$ cat config.mk
export PLATFORM = sky130hd
export DESIGN_NAME = adma_as_atx_sched
export DESIGN_NICKNAME = d
export VERILOG_FILES = /design/src/rtl/adma_as_pkg.sv /design/src/rtl/adma_as_atx_wrr_pick.sv /design/src/rtl/adma_as_atx_sched.sv
export SDC_FILE = /design/constraint.sdc
export NUM_CORES = 1
export LEC_CHECK = 0
export ABC_AREA = 0
export BUFFER_PORTS_ARGS = -buffer_cell sky130_fd_sc_hd__buf_2
export CORE_AREA = 5 5 197 199
export CTS_CLUSTER_SIZE = 24
export DETAILED_ROUTE_END_ITERATION = 8
export DIE_AREA = 0 0 202 204
export SLEW_MARGIN = 20
export SYNTH_ARGS = -nofsm -noshare
export SYNTH_HDL_FRONTEND = slang
export SYNTH_SLANG_ARGS = --single-unit
$ cat constraint.sdc
create_clock -name clk -period 4.9 [get_ports clk]
set_input_delay 0.49 -clock clk [delete_from_list [all_inputs] [get_ports clk]]
set_output_delay 0.49 -clock clk [all_outputs]
set_load 0.01 [all_outputs]
$ cat src/rtl/adma_as_pkg.sv
// Shared types and helpers for the DMA AXI-stream transaction scheduler.
package adma_as_pkg;

  typedef enum logic {
    ARB_RR  = 1'b0,
    ARB_WRR = 1'b1
  } arb_mode_e;

  localparam int DEF_CHN_NUM = 4;
  localparam int DEF_ARB_W   = 3;
  localparam int DEF_ADDR_W  = 32;
  localparam int DEF_ID_W    = 5;
  localparam int DEF_LEN_W   = 8;
  localparam int DEF_OST_MAX = 4;
  localparam int AXI_BURST_W = 2;

  // A zero weight in WRR still gets one grant per round so no channel starves.
  function automatic int unsigned load_weight(input int unsigned rate, input arb_mode_e mode);
    if (mode == ARB_RR) return 1;
    return (rate == 0) ? 1 : rate;
  endfunction

endpackage

$ cat src/rtl/adma_as_atx_wrr_pick.sv
// Combinational credit-based WRR/RR pick: no state, zero latency, no backpressure
// of its own (the caller decides whether the pick is actually taken).
module adma_as_atx_wrr_pick
  import adma_as_pkg::*;
#(
  parameter int CHN_NUM = DEF_CHN_NUM,
  parameter int ARB_W   = DEF_ARB_W,
  parameter int CHN_W   = $clog2(CHN_NUM)
) (
  input  logic [CHN_NUM-1:0]       eligible,
  input  logic [CHN_W-1:0]         cur_chn,
  input  logic [ARB_W-1:0]         credit,
  input  logic [CHN_NUM*ARB_W-1:0] rate,
  input  logic                     arb_mode,
  output logic [CHN_W-1:0]         sel,
  output logic                     any_eligible,
  output logic [ARB_W-1:0]         credit_nxt
);

  logic             stay;
  logic             found;
  logic [CHN_W-1:0] idx;
  logic [CHN_W-1:0] scan_sel;
  logic [ARB_W-1:0] rate_sel;
  logic [ARB_W-1:0] weight;

  assign any_eligible = |eligible;
  assign stay         = (credit != '0) && eligible[cur_chn];

  // Scan starts after cur_chn so the current channel is considered last.
  always_comb begin
    found    = 1'b0;
    idx      = cur_chn;
    scan_sel = cur_chn;
    for (int k = 1; k <= CHN_NUM; k++) begin
      idx = CHN_W'((int'(cur_chn) + k) % CHN_NUM);
      if (!found && eligible[idx]) begin
        found    = 1'b1;
        scan_sel = idx;
      end
    end
  end

  assign sel = stay ? cur_chn : scan_sel;

  always_comb begin
    rate_sel = '0;
    for (int i = 0; i < CHN_NUM; i++) begin
      if (sel == CHN_W'(i)) rate_sel = rate[i*ARB_W +: ARB_W];
    end
  end

  assign weight     = ARB_W'(load_weight(32'(rate_sel), arb_mode_e'(arb_mode)));
  assign credit_nxt = stay ? (credit - ARB_W'(1)) : (weight - ARB_W'(1));

endmodule

$ cat src/rtl/adma_as_atx_sched.sv
// Weighted AR/AW transaction scheduler with per-channel outstanding caps.
// 1-cycle bwd->fwd latency, full throughput; stalls accept while fwd output is held.
module adma_as_atx_sched
  import adma_as_pkg::*;
#(
  parameter int DMA_CHN_NUM   = DEF_CHN_NUM,
  parameter int DMA_CHN_ARB_W = DEF_ARB_W,
  parameter int SRC_ADDR_W    = DEF_ADDR_W,
  parameter int DST_ADDR_W    = DEF_ADDR_W,
  parameter int MST_ID_W      = DEF_ID_W,
  parameter int ATX_LEN_W     = DEF_LEN_W,
  parameter int OST_MAX       = DEF_OST_MAX,
  parameter int DMA_CHN_NUM_W = $clog2(DMA_CHN_NUM),
  parameter int OST_W         = $clog2(OST_MAX + 1)
) (
  input  logic                                   clk,
  input  logic                                   rst_n,
  input  logic [MST_ID_W-1:0]                    bwd_arid    [0:DMA_CHN_NUM-1],
  input  logic [SRC_ADDR_W-1:0]                  bwd_araddr  [0:DMA_CHN_NUM-1],
  input  logic [ATX_LEN_W-1:0]                   bwd_arlen   [0:DMA_CHN_NUM-1],
  input  logic [AXI_BURST_W-1:0]                 bwd_arburst [0:DMA_CHN_NUM-1],
  input  logic [MST_ID_W-1:0]                    bwd_awid    [0:DMA_CHN_NUM-1],
  input  logic [DST_ADDR_W-1:0]                  bwd_awaddr  [0:DMA_CHN_NUM-1],
  input  logic [ATX_LEN_W-1:0]                   bwd_awlen   [0:DMA_CHN_NUM-1],
  input  logic [AXI_BURST_W-1:0]                 bwd_awburst [0:DMA_CHN_NUM-1],
  input  logic [DMA_CHN_NUM-1:0]                 bwd_atx_vld,
  output logic [DMA_CHN_NUM-1:0]                 bwd_atx_rdy,
  input  logic [DMA_CHN_NUM*DMA_CHN_ARB_W-1:0]   chn_arb_rate,
  input  logic                                   arb_mode,
  input  logic                                   atx_done_vld,
  input  logic [DMA_CHN_NUM_W-1:0]               atx_done_chn_id,
  output logic [DMA_CHN_NUM_W-1:0]               fwd_atx_chn_id,
  output logic [MST_ID_W-1:0]                    fwd_arid,
  output logic [SRC_ADDR_W-1:0]                  fwd_araddr,
  output logic [ATX_LEN_W-1:0]                   fwd_arlen,
  output logic [AXI_BURST_W-1:0]                 fwd_arburst,
  output logic [MST_ID_W-1:0]                    fwd_awid,
  output logic [DST_ADDR_W-1:0]                  fwd_awaddr,
  output logic [ATX_LEN_W-1:0]                   fwd_awlen,
  output logic [AXI_BURST_W-1:0]                 fwd_awburst,
  output logic                                   fwd_atx_vld,
  input  logic                                   fwd_atx_rdy,
  output logic [DMA_CHN_NUM*OST_W-1:0]           chn_ost_cnt
);

  logic [DMA_CHN_NUM_W-1:0] cur_chn;
  logic [DMA_CHN_NUM_W-1:0] sel;
  logic [DMA_CHN_ARB_W-1:0] credit;
  logic [DMA_CHN_ARB_W-1:0] credit_nxt;
  logic [OST_W-1:0]         ost_cnt [DMA_CHN_NUM];
  logic [DMA_CHN_NUM-1:0]   eligible;
  logic [DMA_CHN_NUM-1:0]   ost_dec;
  logic                     any_eligible;
  logic                     load_en;
  logic                     accept;

  logic [MST_ID_W-1:0]      sel_arid,    sel_awid;
  logic [SRC_ADDR_W-1:0]    sel_araddr;
  logic [DST_ADDR_W-1:0]    sel_awaddr;
  logic [ATX_LEN_W-1:0]     sel_arlen,   sel_awlen;
  logic [AXI_BURST_W-1:0]   sel_arburst, sel_awburst;

  always_comb begin
    eligible = '0;
    ost_dec  = '0;
    for (int i = 0; i < DMA_CHN_NUM; i++) begin
      eligible[i] = bwd_atx_vld[i] && (ost_cnt[i] < OST_W'(OST_MAX));
      ost_dec[i]  = atx_done_vld && (atx_done_chn_id == DMA_CHN_NUM_W'(i)) && (ost_cnt[i] != '0);
    end
  end

  adma_as_atx_wrr_pick #(
    .CHN_NUM (DMA_CHN_NUM),
    .ARB_W   (DMA_CHN_ARB_W),
    .CHN_W   (DMA_CHN_NUM_W)
  ) u_pick (
    .eligible     (eligible),
    .cur_chn      (cur_chn),
    .credit       (credit),
    .rate         (chn_arb_rate),
    .arb_mode     (arb_mode),
    .sel          (sel),
    .any_eligible (any_eligible),
    .credit_nxt   (credit_nxt)
  );

  assign load_en = ~fwd_atx_vld | fwd_atx_rdy;
  assign accept  = load_en & any_eligible;

  always_comb begin
    bwd_atx_rdy = '0;
    sel_arid    = '0;
    sel_araddr  = '0;
    sel_arlen   = '0;
    sel_arburst = '0;
    sel_awid    = '0;
    sel_awaddr  = '0;
    sel_awlen   = '0;
    sel_awburst = '0;
    for (int i = 0; i < DMA_CHN_NUM; i++) begin
      if (sel == DMA_CHN_NUM_W'(i)) begin
        bwd_atx_rdy[i] = accept;
        sel_arid       = bwd_arid[i];
        sel_araddr     = bwd_araddr[i];
        sel_arlen      = bwd_arlen[i];
        sel_arburst    = bwd_arburst[i];
        sel_awid       = bwd_awid[i];
        sel_awaddr     = bwd_awaddr[i];
        sel_awlen      = bwd_awlen[i];
        sel_awburst    = bwd_awburst[i];
      end
    end
  end

  always_ff @(posedge clk or negedge rst_n) begin
    if (!rst_n) begin
      cur_chn <= '0;
      credit  <= '0;
    end else if (accept) begin
      cur_chn <= sel;
      credit  <= credit_nxt;
    end
  end

  always_ff @(posedge clk or negedge rst_n) begin
    if (!rst_n) begin
      fwd_atx_vld    <= 1'b0;
      fwd_atx_chn_id <= '0;
      fwd_arid       <= '0;
      fwd_araddr     <= '0;
      fwd_arlen      <= '0;
      fwd_arburst    <= '0;
      fwd_awid       <= '0;
      fwd_awaddr     <= '0;
      fwd_awlen      <= '0;
      fwd_awburst    <= '0;
    end else if (accept) begin
      fwd_atx_vld    <= 1'b1;
      fwd_atx_chn_id <= sel;
      fwd_arid       <= sel_arid;
      fwd_araddr     <= sel_araddr;
      fwd_arlen      <= sel_arlen;
      fwd_arburst    <= sel_arburst;
      fwd_awid       <= sel_awid;
      fwd_awaddr     <= sel_awaddr;
      fwd_awlen      <= sel_awlen;
      fwd_awburst    <= sel_awburst;
    end else if (fwd_atx_rdy) begin
      fwd_atx_vld    <= 1'b0;
    end
  end

  // A done for an idle channel is dropped; accept plus done cancel out.
  always_ff @(posedge clk or negedge rst_n) begin
    if (!rst_n) begin
      for (int i = 0; i < DMA_CHN_NUM; i++) ost_cnt[i] <= '0;
    end else begin
      for (int i = 0; i < DMA_CHN_NUM; i++) begin
        if (bwd_atx_rdy[i] && !ost_dec[i])      ost_cnt[i] <= ost_cnt[i] + OST_W'(1);
        else if (ost_dec[i] && !bwd_atx_rdy[i]) ost_cnt[i] <= ost_cnt[i] - OST_W'(1);
      end
    end
  end

  always_comb begin
    chn_ost_cnt = '0;
    for (int i = 0; i < DMA_CHN_NUM; i++) chn_ost_cnt[i*OST_W +: OST_W] = ost_cnt[i];
  end

endmodule

# Word-level counts from Yosys, hierarchy flattened
# Index checks and enable logic that the tools add are counted.
[classes]
addsub = 14
magnitude_cmp = 9
n_eq_ne = 6
n_mux = 71
bitwise = 3
n_reduce_logical = 49
[op_table]
columns = ["operator", "n"]
rows = [
  ["2-to-1 mux 32 bit", 8],
  ["2-to-1 mux 8 bit", 8],
  ["2-to-1 mux 3 bit", 15],
  ["2-to-1 mux 5 bit", 8],
  ["2-to-1 mux 2 bit", 13],
  ["logical AND 1 bit", 24],
  ["subtractor 3 x 1 -> 3 bit, second input constant", 6],
  ["< comparator 2 x 3 -> 1 bit, second input constant", 5],
  ["nonzero test 3 bit", 5],
  ["2-to-1 mux 1 bit", 14],
  ["adder 3 x 1 -> 3 bit, second input constant", 4],
  ["< comparator 3 bit, second input constant", 4],
  ["zero test 1 bit", 11],
  ["binary-select mux 1 bit (select 2 bit)", 5],
  ["nonzero test 2 bit", 5],
  ["equality test 2 bit, second input constant", 4],
  ["adder 2 x 1 -> 2 bit, second input constant", 2],
  ["adder 2 bit, second input constant", 2],
  ["equality test 2 x 1 -> 1 bit, second input constant", 2],
  ["zero test 2 bit", 2],
  ["OR reduction 4 bit", 1],
  ["zero test 3 bit", 1],
  ["bitwise AND 1 bit", 1],
  ["inverter 1 bit", 1],
  ["OR 1 bit", 1],
]
[word_totals]
reg_bits = 112
in_bits = 399
output_inout_bits = 113
wordCells = 167

# Longest topological paths before layout
[logic_depth]
ltp_word = 25
mapped_depth = 16
mapped_depth_nobuf = 13

# Cells and area by module
# Synthesis repeated with hierarchy kept, for this count alone.
[unflattened]
hier_cells = 461
area_unflattened_um2 = 7184.4
[modules_own_cells]
columns = ["module", "instances", "cells_each", "area_each_um2", "seq_area_each_um2"]
rows = [
  ["adma_as_atx_sched", 1, 392, 6646.4, 2802.7],
  ["adma_as_atx_wrr_pick", 1, 69, 538.0, 0.0],
]

# Worst setup path after synthesis
# Ideal clock, no wire load.
[synth_path]
path_kind = "register -> register"
start = "register fwd_atx_chn_id[0] (netlist name)"
end = "register ost_cnt, in the netlist chn_ost_cnt[5]"
setup_time_ps = 79
t_arrival_ps = 3487
t_required_ps = 4821
setup_slack_ps = 1334
path_stages_with_launch = 17
n_path_buf = 3
synth_period_minus_slack_ps = 3566
path_cell_list = "dfrtp_1 > buf_6 > and4bb_1 > nor4_2 > or2_4 > o221ai_2 > mux2i_2 > clkbuf_1 > buf_2 > nand2_1 > nor2_1 > ha_1 > inv_1 > fa_1 > xor2_1 > nor2_1 > xor2_1"
[synth_lines]
columns = ["element", "line", "text"]
rows = [
  ["end signal: indexed assignment", "adma_as_atx_sched.sv:159", "if (bwd_atx_rdy[i] && !ost_dec[i]) ost_cnt[i] <= ost_cnt[i] + OST_W'(1);"],
  ["end signal: indexed assignment", "adma_as_atx_sched.sv:160", "else if (ost_dec[i] && !bwd_atx_rdy[i]) ost_cnt[i] <= ost_cnt[i] - OST_W'(1);"],
  ["end: declaration", "adma_as_atx_sched.sv:50", "logic [OST_W-1:0] ost_cnt [DMA_CHN_NUM];"],
]

==> run metrics <==
routed via count=8,938; Core ar.=37,040 µm²; worst setup path category=flip-flop to flip-flop; Worst EP arrival=4.19 ns; CP bufs+invs=1; area of the mapped netlist=7661 µm²; Max VDD drop=0.0004118 V; Lkg Pwr=5.776 nW; Ports=512; synth unique cells=45; max cap viols=0; area growth from synthesis to layout=41.78%; worst slew pin tran=0.8262 ns; Initial Utilization=0.2068; area share of the largest cell type after synthesis=0.3658; status=complete, no violations; clock sinks=112; P per Cell Area=796.1 nW/µm²; Post-CTS Setup Bufs=0; slowest cell delay on critical path=0.65 ns; largest net degree at the start of global routing=105; worst path required time=5.20 ns; CP endpoint kind=flip-flop; mean cell area of the mapped netlist=8.657 µm²; vias per cell=4.952; first-pass GRT wire length=49.94 mm; Slew Viols, Final=0; Die Span X=202 µm; post-cts sizing count=0; drt pass-1 iters=5; Min Clock Period, post-route=3.887 ns; fraction of layout cells with a size suffix above 1=0.4207; Total Wirelength=33.39 mm; area taken by multi-input logic gates=4434 µm²; dominant cell type by area after synthesis=dfrtp_1; global-route usage over all layers=0.1521; CTS Root Cell=clkbuf_16; Synth area leaders=dfrtp_1 37%, a311oi_1 11%, nand2_1 9.7%; setup TNS=0 ns; 1st-iter DRT viols=448; final setup vio count=0; cells along the critical path=and4bb_1 -> nor4_2 -> or2_4 -> o221ai_2 -> mux2i_4 -> buf_4 -> mux4_2 -> o211ai_2 -> nand2_1 -> ha_1 -> o21ai_0 -> a32oi_1 -> nand2_1; Placer Congestion=0.9233; antenna violations before repair=2; height of the die=204 µm; DPL Wire Length=25.82 mm; Post-synth ARST share=1.000; final-report hold violation count=0; Total Power=8.647 mW; fillers=4,029; post-synthesis cell count=885; element type at the critical path start=flip-flop; Synthesis Warnings=0; worst-path maximum fanout=49; slew margin rel.=0.4492; Post-synth EDFFs=0; Nets=1,734; die footprint=41,210 µm²; port bufs=511; delay-heaviest family, CP=simple AND/OR/NAND/NOR gates; Post-synth top cells=197 x nand2_1, 112 x dfrtp_1, 95 x a21o_1, 95 x and3_1; RSZ-0062 raised after global routing=false; FF+latch count, synth=112; Clock Skews=0.01266 ns; H-Tree Depth=3; Reg clk slew, reported paths=0.08 ns; Worst-Skew Late Latency=0.37 ns; syn nets=1,293; vias in the first global route=9,095; DRC Markers=0; critical path's most frequent cell=nand2_1; sequential area share after synthesis=0.3658; post-DR wirelength/cell=18.50 µm; most frequent cell after synthesis=nand2_1; Num CTS Buffers=9; Top FF cell, synth=dfrtp_1; register area=2803 µm²; row count=71; hold_buf cts=0; f_max=257.2 MHz; CTS tree=done; ant diodes=0; Tcrit/Tclk final=0.7933; Hold Crit Class=primary input to async pin; gr ovfl total=0; Routed Antenna Nets=0; Clock Tree Buf Depth=2; critical path's slowest cell=dfrtp_1
[cells in the final DEF, fill, tap and decap left out, drive strengths merged, types with 3 or more instances in the layout]
master,synthesis,layout
or3,3,3
fa,4,4
dfrtp,112,112
nor2b,5,5
nand2b,5,5
nand2,198,198
ha,5,5
nor3,7,7
clkbuf,66,11
clkinv,0,4
mux2,4,4
a311oi,94,94
a21o,95,95
nor2,10,10
mux4,3,3
and3,95,95
inv,10,10
xnor2,5,5
xor2,8,8
buf,30,526
a211oi,94,94
o21ai,6,6
[per-layer routing]
layer  wire (µm)  track usage  vias up
li1            -            -     4194
met1       13620       0.1821     4295
met2       16020       0.2545      386
met3        2463      0.04665       61
met4        1269      0.06323        2
met5          13            0        -
[worst paths after layout]
kind | from | to | slack [ns] | cells past startpoint
max | fwd_atx_chn_id[1]$_DFFE_PN0P_ | credit[2]$_DFFE_PN0P_ | 1.01 | 13
max in group asynchronous | rst_n | fwd_arlen[7]$_DFFE_PN0P_ | 3.65 | 2
min in group clk | fwd_araddr[30]$_DFFE_PN0P_ | fwd_araddr[30]$_DFFE_PN0P_ | 0.47 | 1
max reg2reg | fwd_atx_chn_id[1]$_DFFE_PN0P_ | credit[2]$_DFFE_PN0P_ | 1.01 | 13
min reg2reg | fwd_araddr[30]$_DFFE_PN0P_ | fwd_araddr[30]$_DFFE_PN0P_ | 0.47 | 1
min | rst_n | fwd_awid[0]$_DFFE_PN0P_ | 0.11 | 1
[logic make-up (layout without fill, tap and decap cells)]
family,after synthesis,count (layout),share of synthesized area
XOR/XNOR,13,13,0.01486
buffers and inverters,106,552,0.06076
AO/OA/AOI/OAI,301,301,0.3100
flip-flops,112,112,0.3658
AND/OR/NAND/NOR,335,335,0.2122
multiplexers,9,9,0.01780
adder cells (fa/ha/maj),9,9,0.01862
[layout make-up]
type | count | area share
multi-input cells | 667 | 0.4082
flip-flops and latches | 112 | 0.2580
repair buffers | 526 | 0.2495
well taps | 474 | 0.05460
clock buffers | 11 | 0.02327
inverters | 10 | 0.003456
clock inverters | 5 | 0.002880
[report_power, final]
group          total [mW]  switching (mW)  internal, mW
Combinational        6.13            3.77          2.36
Clock               0.731           0.360         0.372
Sequential           1.79           0.366          1.42
[sequential cells by signal, indices dropped and copies added (netlist names)]
name,count
fwd_awid,5
fwd_awburst,2
fwd_araddr,32
fwd_atx_chn_id,2
fwd_atx_vld,1
fwd_awlen,8
fwd_awaddr,32
fwd_arburst,2
fwd_arlen,8
fwd_arid,5
chn_ost_cnt,12
credit,3
[per-stage QoR]
| step | area [µm²] | setup WS (ns) | util | cells | hold WS, ns |
|---|---|---|---|---|---|
| after floorplan | 7661 | 1.334 | - | 885 | 0.1944 |
| after global placement | 10580 | 1.203 | 0.2855 | 1789 | 0.4547 |
| after detailed placement | 10580 | 1.087 | 0.2855 | 1789 | 0.4600 |
| after CTS | 10860 | 1.055 | 0.2932 | 1805 | 0.1199 |
| after global routing | 10860 | 0.7808 | 0.2932 | 1805 | 0.1392 |
| final | 10860 | 1.013 | 0.2932 | 1805 | 0.1114 |
Note: power is estimated with default switching activity, not from simulation.
